<file path="config.mk">
export PLATFORM = sky130hd
export DESIGN_NAME = spi_ctrl
export DESIGN_NICKNAME = d
export VERILOG_FILES = /design/src/rtl/spi_ctrl_pkg.sv /design/src/rtl/spi_clk_div.sv /design/src/rtl/spi_ctrl.sv
export SDC_FILE = /design/constraint.sdc
export NUM_CORES = 1
export LEC_CHECK = 0
export ABC_AREA = 1
export CAP_MARGIN = 5
export CORE_UTILIZATION = 45
export CTS_BUF_LIST = sky130_fd_sc_hd__clkbuf_8
export DETAILED_ROUTE_END_ITERATION = 16
export GPL_TIMING_DRIVEN = 0
export HOLD_SLACK_MARGIN = 0.02
export PLACE_DENSITY = 0.68
export SLEW_MARGIN = 20
export SYNTH_ARGS = -nofsm -noshare
export SYNTH_HDL_FRONTEND = slang
export SYNTH_HIERARCHICAL = 1
export SYNTH_SLANG_ARGS = --single-unit
</file>
<file path="constraint.sdc">
create_clock -name clk -period 2 [get_ports clk]
set_input_delay 0.3 -clock clk [delete_from_list [all_inputs] [get_ports clk]]
set_output_delay 0.3 -clock clk [all_outputs]
set_load 0.02 [all_outputs]
</file>
<file path="src/rtl/spi_ctrl_pkg.sv">
// Shared types and constants for the SPI mode-0 master controller.
package spi_ctrl_pkg;

  localparam int DATA_W          = 8;
  localparam int DIV_W           = 8;
  localparam int CMD_CS_BIT      = 0;
  localparam int CMD_CLR_OVR_BIT = 1;

  typedef enum logic [1:0] {
    IDLE = 2'd0,
    LOW  = 2'd1,
    HIGH = 2'd2
  } state_e;

endpackage

</file>
<file path="src/rtl/spi_clk_div.sv">
// Half-period counter for sck: counts 0..CLK_DIV-1 while enabled, pulses tc on the last count.
module spi_clk_div
  import spi_ctrl_pkg::*;
#(
  parameter int CLK_DIV = 4
) (
  input  logic clk,
  input  logic rst,
  input  logic clr,
  input  logic en,
  output logic tc
);

  localparam logic [DIV_W-1:0] LAST = DIV_W'(CLK_DIV - 1);

  logic [DIV_W-1:0] div_cnt_q, div_cnt_d;

  assign tc = en && (div_cnt_q == LAST);

  always_comb begin
    div_cnt_d = div_cnt_q;
    if (clr)     div_cnt_d = '0;
    else if (tc) div_cnt_d = '0;
    else if (en) div_cnt_d = div_cnt_q + 1'b1;
  end

  always_ff @(posedge clk) begin
    if (rst) div_cnt_q <= '0;
    else     div_cnt_q <= div_cnt_d;
  end

endmodule

</file>
<file path="src/rtl/spi_ctrl.sv">
// SPI mode-0 master: byte sequencer behind the APB bridge strobes.
// Build option SPI_CTRL_LOOPBACK_EN: receive path samples mosi instead of miso.
module spi_ctrl
  import spi_ctrl_pkg::*;
#(
  parameter int CLK_DIV = 4,
  parameter int DATA_W  = 8
) (
  input  logic              clk,
  input  logic              rst,
  input  logic              cmd,
  input  logic              wr,
  input  logic              rd,
  input  logic [DATA_W-1:0] wdata,
  output logic [DATA_W-1:0] rdata,
  output logic              busy,
  output logic              rx_valid,
  output logic              ovr,
  output logic              sck,
  output logic              mosi,
  input  logic              miso,
  output logic              cs_n
);

  localparam int BW = $clog2(DATA_W);
  localparam logic [BW-1:0] LAST_BIT = BW'(DATA_W - 1);

  state_e            state_q, state_d;
  logic [DATA_W-1:0] tx_q, tx_d, rx_q, rx_d, rdata_q, rdata_d;
  logic [BW-1:0]     bit_q, bit_d;
  logic              busy_q, busy_d, rxv_q, rxv_d, ovr_q, ovr_d;
  logic              sck_q, sck_d, mosi_q, mosi_d, cs_n_q, cs_n_d;
  logic              start, tc, sample;

`ifdef SPI_CTRL_LOOPBACK_EN
  assign sample = mosi_q;
`else
  assign sample = miso;
`endif

  assign start = (state_q == IDLE) && wr && !cmd;

  spi_clk_div #(.CLK_DIV(CLK_DIV)) u_div (
    .clk (clk),
    .rst (rst),
    .clr (start),
    .en  (busy_q),
    .tc  (tc)
  );

  always_comb begin
    state_d = state_q;
    tx_d    = tx_q;
    rx_d    = rx_q;
    rdata_d = rdata_q;
    bit_d   = bit_q;
    busy_d  = busy_q;
    rxv_d   = rxv_q;
    ovr_d   = ovr_q;
    sck_d   = sck_q;
    mosi_d  = mosi_q;
    cs_n_d  = cs_n_q;

    if (rd) rxv_d = 1'b0;

    // Commands only land between bytes; a mid-byte deselect would corrupt the slave.
    if (cmd && !busy_q) begin
      cs_n_d = !wdata[CMD_CS_BIT];
      if (wdata[CMD_CLR_OVR_BIT]) ovr_d = 1'b0;
    end
    if ((cmd && busy_q) || (wr && (busy_q || cmd))) ovr_d = 1'b1;

    unique case (state_q)
      IDLE: begin
        if (start) begin
          tx_d    = wdata;
          mosi_d  = wdata[DATA_W-1];
          bit_d   = '0;
          busy_d  = 1'b1;
          state_d = LOW;
        end
      end
      LOW: begin
        if (tc) begin
          sck_d   = 1'b1;
          rx_d    = {rx_q[DATA_W-2:0], sample};
          state_d = HIGH;
        end
      end
      HIGH: begin
        if (tc) begin
          sck_d = 1'b0;
          if (bit_q != LAST_BIT) begin
            tx_d    = tx_q << 1;
            mosi_d  = tx_q[DATA_W-2];
            bit_d   = bit_q + 1'b1;
            state_d = LOW;
          end else begin
            // An unread byte being replaced is an overrun unless rd consumes it now.
            if (rxv_q && !rd) ovr_d = 1'b1;
            rdata_d = rx_q;
            rxv_d   = 1'b1;
            busy_d  = 1'b0;
            state_d = IDLE;
          end
        end
      end
      default: state_d = IDLE;
    endcase
  end

  always_ff @(posedge clk) begin
    if (rst) begin
      state_q <= IDLE;
      tx_q    <= '0;
      rx_q    <= '0;
      rdata_q <= '0;
      bit_q   <= '0;
      busy_q  <= 1'b0;
      rxv_q   <= 1'b0;
      ovr_q   <= 1'b0;
      sck_q   <= 1'b0;
      mosi_q  <= 1'b0;
      cs_n_q  <= 1'b1;
    end else begin
      state_q <= state_d;
      tx_q    <= tx_d;
      rx_q    <= rx_d;
      rdata_q <= rdata_d;
      bit_q   <= bit_d;
      busy_q  <= busy_d;
      rxv_q   <= rxv_d;
      ovr_q   <= ovr_d;
      sck_q   <= sck_d;
      mosi_q  <= mosi_d;
      cs_n_q  <= cs_n_d;
    end
  end

  assign rdata    = rdata_q;
  assign busy     = busy_q;
  assign rx_valid = rxv_q;
  assign ovr      = ovr_q;
  assign sck      = sck_q;
  assign mosi     = mosi_q;
  assign cs_n     = cs_n_q;

endmodule

</file>
==> results_dict.tcl, run 1 <==
set metrics [dict create \
    grt_pass1_vias 1431 \
    worst-path-buf-inv 1 \
    hold_viol 0 \
    hold_path.class "flop to flop" \
    drcViolationCount 0 \
    cts.clk_slew.worst_paths_ns 0.08 \
    drv_slew 0 \
    start_util 0.4798 \
    nNetsFinal 319 \
    hold_start "rx_q[7]" \
    ys_seq_area_frac 0.4288 \
    core_area_mm2 0.004086 \
    worstReg2RegEnd "tx_q[0]" \
    cp.arrival_ns 1.51 \
    max_slew_margin 0.7487 \
    syn_avg_cell_area_um2 7.316 \
    synth.most_common_cell "nand2_1" \
    worstSetupEndpointType "output port" \
    grt-ovfl-total 0 \
    dr.first_iter.drc_count 52 \
    use_met3 0.04500 \
    path_cells "clkdlybuf4s50_1" \
    reg2reg_depth 10 \
    syn_inst 268 \
    critical_path_required_ns 1.70 \
    antenna_found_initial 0 \
    rows 23 \
    setup_viol 0 \
    drive_above_1_share 0.1386 \
    ys_types 27 \
    dpl_cell_area_mm2 0.002293 \
    cts_buffers 5 \
    grt_util_met1 0.2163 \
    yosys-top-cells-count "52 x nand2_1, 45 x nor2_1, 42 x dfxtp_1" \
    ys.flop_type "dfxtp_1" \
    fin_area_mm2 0.002436 \
    ant_nets 0 \
    whs_ns 0.4481 \
    grt_pass1_wl_mm 6.072 \
    grt_use_met2 0.2978 \
    die_area_mm2 0.004625 \
    ctsResizeCount 0 \
    cp_max_fo 9 \
    synth_top_area_cell "dfxtp_1" \
    status "complete, no violations" \
    synth_compound_area_frac 0.1410 \
    vias_per_cell 4.643 \
    reg2reg_from "busy" \
    yosysWarnings 6 \
    die_w_um 68.01 \
    synth_top_family_by_area "simple AND/OR/NAND/NOR gates" \
    fmax_mhz 551.5 \
    syn_area_mm2 0.001961 \
    cts_root_buffer "clkbuf_8" \
    tightest_slew_ns 0.3764 \
    synthAdderAreaFrac 0.01914 \
    final_core_util 0.5961 \
    wl_per_cell_um 10.07 \
    endpoint "busy" \
    die_y_um 68.01 \
    io_pins 28 \
    cts_setup_buffers 0 \
    critPathLaunchType "flop" \
    h-tree-depth 2 \
    synth-async-reset-ratio 0 \
    hpwl_mm 2.572 \
    dr.pass1.iters 4 \
    num_antenna_cells 0 \
    path_class "flop to output port" \
    synth_mux_area_frac 0.005105 \
    period_needed_ns 1.813 \
    peakVddDrop_mv 0.5211 \
    cap_violations 0 \
    synth_edf_count 0 \
    path_depth 1 \
    synth_xor_area_frac 0.008934 \
    rsz0062_at_grt "false" \
    cts_hold_buf 0 \
    grt_busiest_layer "met2" \
    cts_tree "done" \
    syn-num-nets 285 \
    globalplace.congestion 0.7160 \
    synth_simple_gate_area_frac 0.2936 \
    finalCritPeriodShare 0.9066 \
    skew_ns 0.006590 \
    cp_slowest_stage_delay_ns 0.68 \
    power.density_mw_per_mm2 802.3 \
    grt_max_degree 14 \
    drt-total-wl_mm 3.553 \
    crit_path_start "busy" \
    clock_sinks 42 \
    synth_area_leaders "dfxtp_1 43%, nand2_1 10%, nor2_1 8.6%" \
    vias 1639 \
    synth_top_area_frac 0.4288 \
    clk_latency_ns 0.29 \
    tns_ns 0 \
    clock_path_buffers 2 \
    ys_ff_latch 42 \
    crit_family "buffers and inverters" \
    r2r_setup_slack_ns 0.20 \
    numPortBuffers 27 \
    area_delta_synth_final_pct 24.25 \
    cp_slowest_cell "clkdlybuf4s50_1" \
    p_leak_nw 1.034 \
    grt_util_all_layers 0.1759 \
]
## registers in the layout (all words and copies together), names as in the netlist, 2 cells and up
| signal | cells |
|---|---|
| bit_q | 3 |
| rdata | 8 |
| rx_q | 8 |
| u_div/div_cnt_q | 8 |
| tx_q | 7 |
| state_q | 2 |
## logic make-up after synthesis
kind of cell	Yosys count
compound gates	48
flops	42
simple gates	125
fa+ha+maj	3
mux	1
buf+inv	47
xor+xnor	2
## cell type report
class | count | area, um2
fillers | 398 | 1650
plain buffers | 8 | 56.30
repair buffers | 27 | 270.3
flip-flops and latches | 42 | 840.8
clock inverters | 2 | 60.06
multi-input cells | 179 | 917.1
clock buffers | 6 | 82.58
well taps | 50 | 62.56
inverters | 39 | 146.4
## cell usage in the layout (no fill, tap or decap)
cell type / netlist / final
ha_1: 3 / 3
nor2_4: 3 / 3
clkbuf_8: 0 / 6
o21ai_0: 19 / 19
nand3_4: 1 / 1
nand2_4: 2 / 2
nor2_1: 45 / 45
dfxtp_1: 42 / 42
nand2_2: 3 / 3
buf_6: 2 / 2
nand2_1: 52 / 52
o21ai_1: 1 / 1
buf_2: 3 / 3
buf_4: 2 / 2
o21ai_2: 6 / 6
xnor2_1: 2 / 2
or2_2: 1 / 1
nand3_2: 2 / 2
clkdlybuf4s50_1: 0 / 27
nand4_1: 2 / 2
inv_2: 4 / 4
clkbuf_1: 1 / 1
mux2i_1: 1 / 1
nand3b_1: 2 / 2
nand3_1: 8 / 8
inv_1: 35 / 35
bufinv_16: 0 / 2
o21bai_4: 1 / 1
a21oi_1: 21 / 21
nor2_2: 4 / 4
## worst min path at each step
stage	endpoint	slack, ns	cells after the start
final	rx_q[7]	0.45	2
after global routing	rx_q[7]	0.48	2
after CTS	rx_q[7]	0.45	2
after detailed placement	rx_q[7]	0.44	2
after global placement	rx_q[7]	0.43	2
after floorplan	cs_n	0.41	1
## stage by stage
stage / cells / setup slack (ns) / total power [mW]
after floorplan: 268 / 0.3070 / 1.086
after global placement: 345 / 0.2361 / 1.156
after detailed placement: 345 / 0.2456 / 1.161
after CTS: 353 / 0.1775 / 1.979
after global routing: 353 / 0.03574 / 2.051
final: 353 / 0.1868 / 1.954
## per-layer routing
metal / vias to the layer above / wire, um
li1: 898 / -
met1: 714 / 1803
met2: 25 / 1610
met3: 2 / 112
met4: 0 / 26
met5: - / 0
## report_power, final
| part | internal [mW] | switching (mW) |
|---|---|---|
| clock | 0.532 | 0.281 |
| sequential | 0.874 | 0.0243 |
| combinational | 0.111 | 0.131 |
| total | 1.52 | 0.437 |
Note: power is estimated with default switching activity, not from simulation.
==> run 2, diff against run 1 <==
==> constraint.sdc (replaced) <==
create_clock -name clk -period 2.2 [get_ports clk]
set_input_delay 0.33 -clock clk [delete_from_list [all_inputs] [get_ports clk]]
set_output_delay 0.33 -clock clk [all_outputs]
set_load 0.02 [all_outputs]
==> results of run 2 <==
Same layout as run 1 (identical final DEF). Status: complete, no violations.
Among the figures that moved: setup slack after placement 0.2456 ns -> 0.4338 ns; setup slack after layout 0.1868 ns -> 0.3568 ns; register-to-register setup slack 0.20 ns -> 0.40 ns; total power 1.954 mW -> 1.777 mW; worst IR drop on VDD 0.5211 mV -> 0.4738 mV
==> run 3, diff against run 2 <==
==> constraint.sdc (replaced) <==
create_clock -name clk -period 1.7 [get_ports clk]
set_input_delay 0.255 -clock clk [delete_from_list [all_inputs] [get_ports clk]]
set_output_delay 0.255 -clock clk [all_outputs]
set_load 0.02 [all_outputs]
==> run 3 against run 2 <==
Compared with the run above: total power up 32%; global-route usage about the same; flip-flop and latch count unchanged; final cell count up 1.4%.
==> results_dict.tcl, run 3 (synthesis results as in run 1) <==
set metrics [dict create \
    core_area_mm2 0.004086 \
    ant_nets 0 \
    rows 23 \
    drcViolationCount 0 \
    cp.arrival_ns 1.79 \
    drive_above_1_share 0.1786 \
    dr.first_iter.drc_count 45 \
    tightest_slew_ns 0.3537 \
    cap_violations 0 \
    cts.clk_slew.worst_paths_ns 0.08 \
    clk_latency_ns 0.29 \
    peakVddDrop_mv 0.6190 \
    vias_per_cell 4.723 \
    critical_path_required_ns 1.89 \
    p_leak_nw 1.100 \
    drt-total-wl_mm 3.778 \
    crit_family "simple AND/OR/NAND/NOR gates" \
    skew_ns 0.005733 \
    cts_root_buffer "clkbuf_8" \
    grt_util_all_layers 0.1762 \
    final_common_cell "nand2_1" \
    nNetsFinal 324 \
    area_delta_synth_final_pct 30.25 \
    clock_path_buffers 2 \
    max_slew_margin 0.7639 \
    cp_max_fo 10 \
    tns_ns 0 \
    cts_buffers 5 \
    grt_pass1_wl_mm 6.085 \
    fin_cells 358 \
    vias 1691 \
    dr.pass1.iters 4 \
    worst-path-buf-inv 3 \
    critPathLaunchType "flop" \
    path_class "flop to flop" \
    cp_slowest_cell "dfxtp_2" \
    grt_pass1_vias 1433 \
    final_core_util 0.6249 \
    h-tree-depth 2 \
    grt_max_degree 14 \
    antenna_found_initial 0 \
    start_util 0.4798 \
    grt-ovfl-total 0 \
    num_antenna_cells 0 \
    numPortBuffers 27 \
    hold_viol 0 \
    globalplace.congestion 0.7160 \
    die_y_um 68.01 \
    whs_ns 0.4475 \
    die_w_um 68.01 \
    dp.cells 345 \
    finalCritPeriodShare 0.9429 \
    io_pins 28 \
    hold_path.class "flop to flop" \
    clock_sinks 42 \
    die_area_mm2 0.004625 \
    wl_per_cell_um 10.55 \
    power.density_mw_per_mm2 915.7 \
    period_needed_ns 1.603 \
    hpwl_mm 2.572 \
    status "complete, no violations" \
    cts_tree "done" \
    fmax_mhz 623.9 \
    drv_slew 0 \
    setup_viol 0 \
    worstSetupEndpointType "flop" \
    cts_hold_buf 0 \
    final_cell_mix "52 x nand2_1, 45 x nor2_1, 39 x dfxtp_1" \
    final.fill_count 376 \
    path_cells "ha_4 -> nand2_4 -> inv_4 -> nand2_4 -> nor2_4 -> inv_2 -> nand3_4 -> nand3_4 -> buf_6 -> a21oi_2 -> nor2_1" \
    cp_slowest_stage_delay_ns 0.37 \
]
==> run 3: worst min-delay path, delay by kind of cell (launching register included) <==
kind                   cells  cell delay, ns
buffers and inverters      1            0.05
DFF                        1            0.31
AOI/OAI and AO/OA          1            0.05
==> run 3: final timing paths <==
kind | start | to | slack, ns | cells after the start
setup reg to reg | u_div/div_cnt_q[1] | tx_q[0] | 0.1 | 11
hold reg to reg | rx_q[7] | rx_q[7] | 0.45 | 2
hold / removal | rx_q[7] | rx_q[7] | 0.45 | 2
setup / recovery | u_div/div_cnt_q[1] | tx_q[0] | 0.1 | 11
==> run 3: metrics by stage <==
stage                     cell area, um2  setup WS [ns]  total power, mW
after floorplan                     1961       0.007046            1.277
after detailed placement            2293       -0.05443            1.366
final                               2554        0.09708            2.339
after global routing                2554       -0.03501            2.448
after CTS                           2442        0.01280            2.332
after global placement              2293       -0.06391            1.360
==> run 3: power by group <==
part	internal [mW]	switching, mW	total, mW
clock network	0.626	0.335	0.961
logic	0.153	0.165	0.317
registers	1.03	0.0313	1.06
==> run 3: layout make-up <==
type / instances / area [um2] / area share
inverters: 39 / 148.9 / 0.05830
plain buffers: 8 / 70.07 / 0.02744
repair buffers: 32 / 327.8 / 0.1284
well taps: 50 / 62.56 / 0.02450
flip-flops and latches: 42 / 847.1 / 0.3317
clock inverters: 2 / 60.06 / 0.02352
clock buffers: 6 / 82.58 / 0.03234
multi-input cells: 179 / 954.7 / 0.3738
==> run 3: repair_timing <==
| action | in CTS | in global routing |
|---|---|---|
| gates cloned | 0 | 1 |
| pin swaps | 0 | 5 |
| buffers inserted | 0 | 4 |
| setup endpoints to repair | 12 | 21 |
| endpoints found under the hold margin | 0 | 0 |
| resized for setup | 3 | 16 |
==> run 3: layer usage <==
layer  global-route usage  wire length, um
met1               0.2153             1864
met2               0.3002             1753
met3              0.04500              131
met4              0.05469               29
met5                    0                0
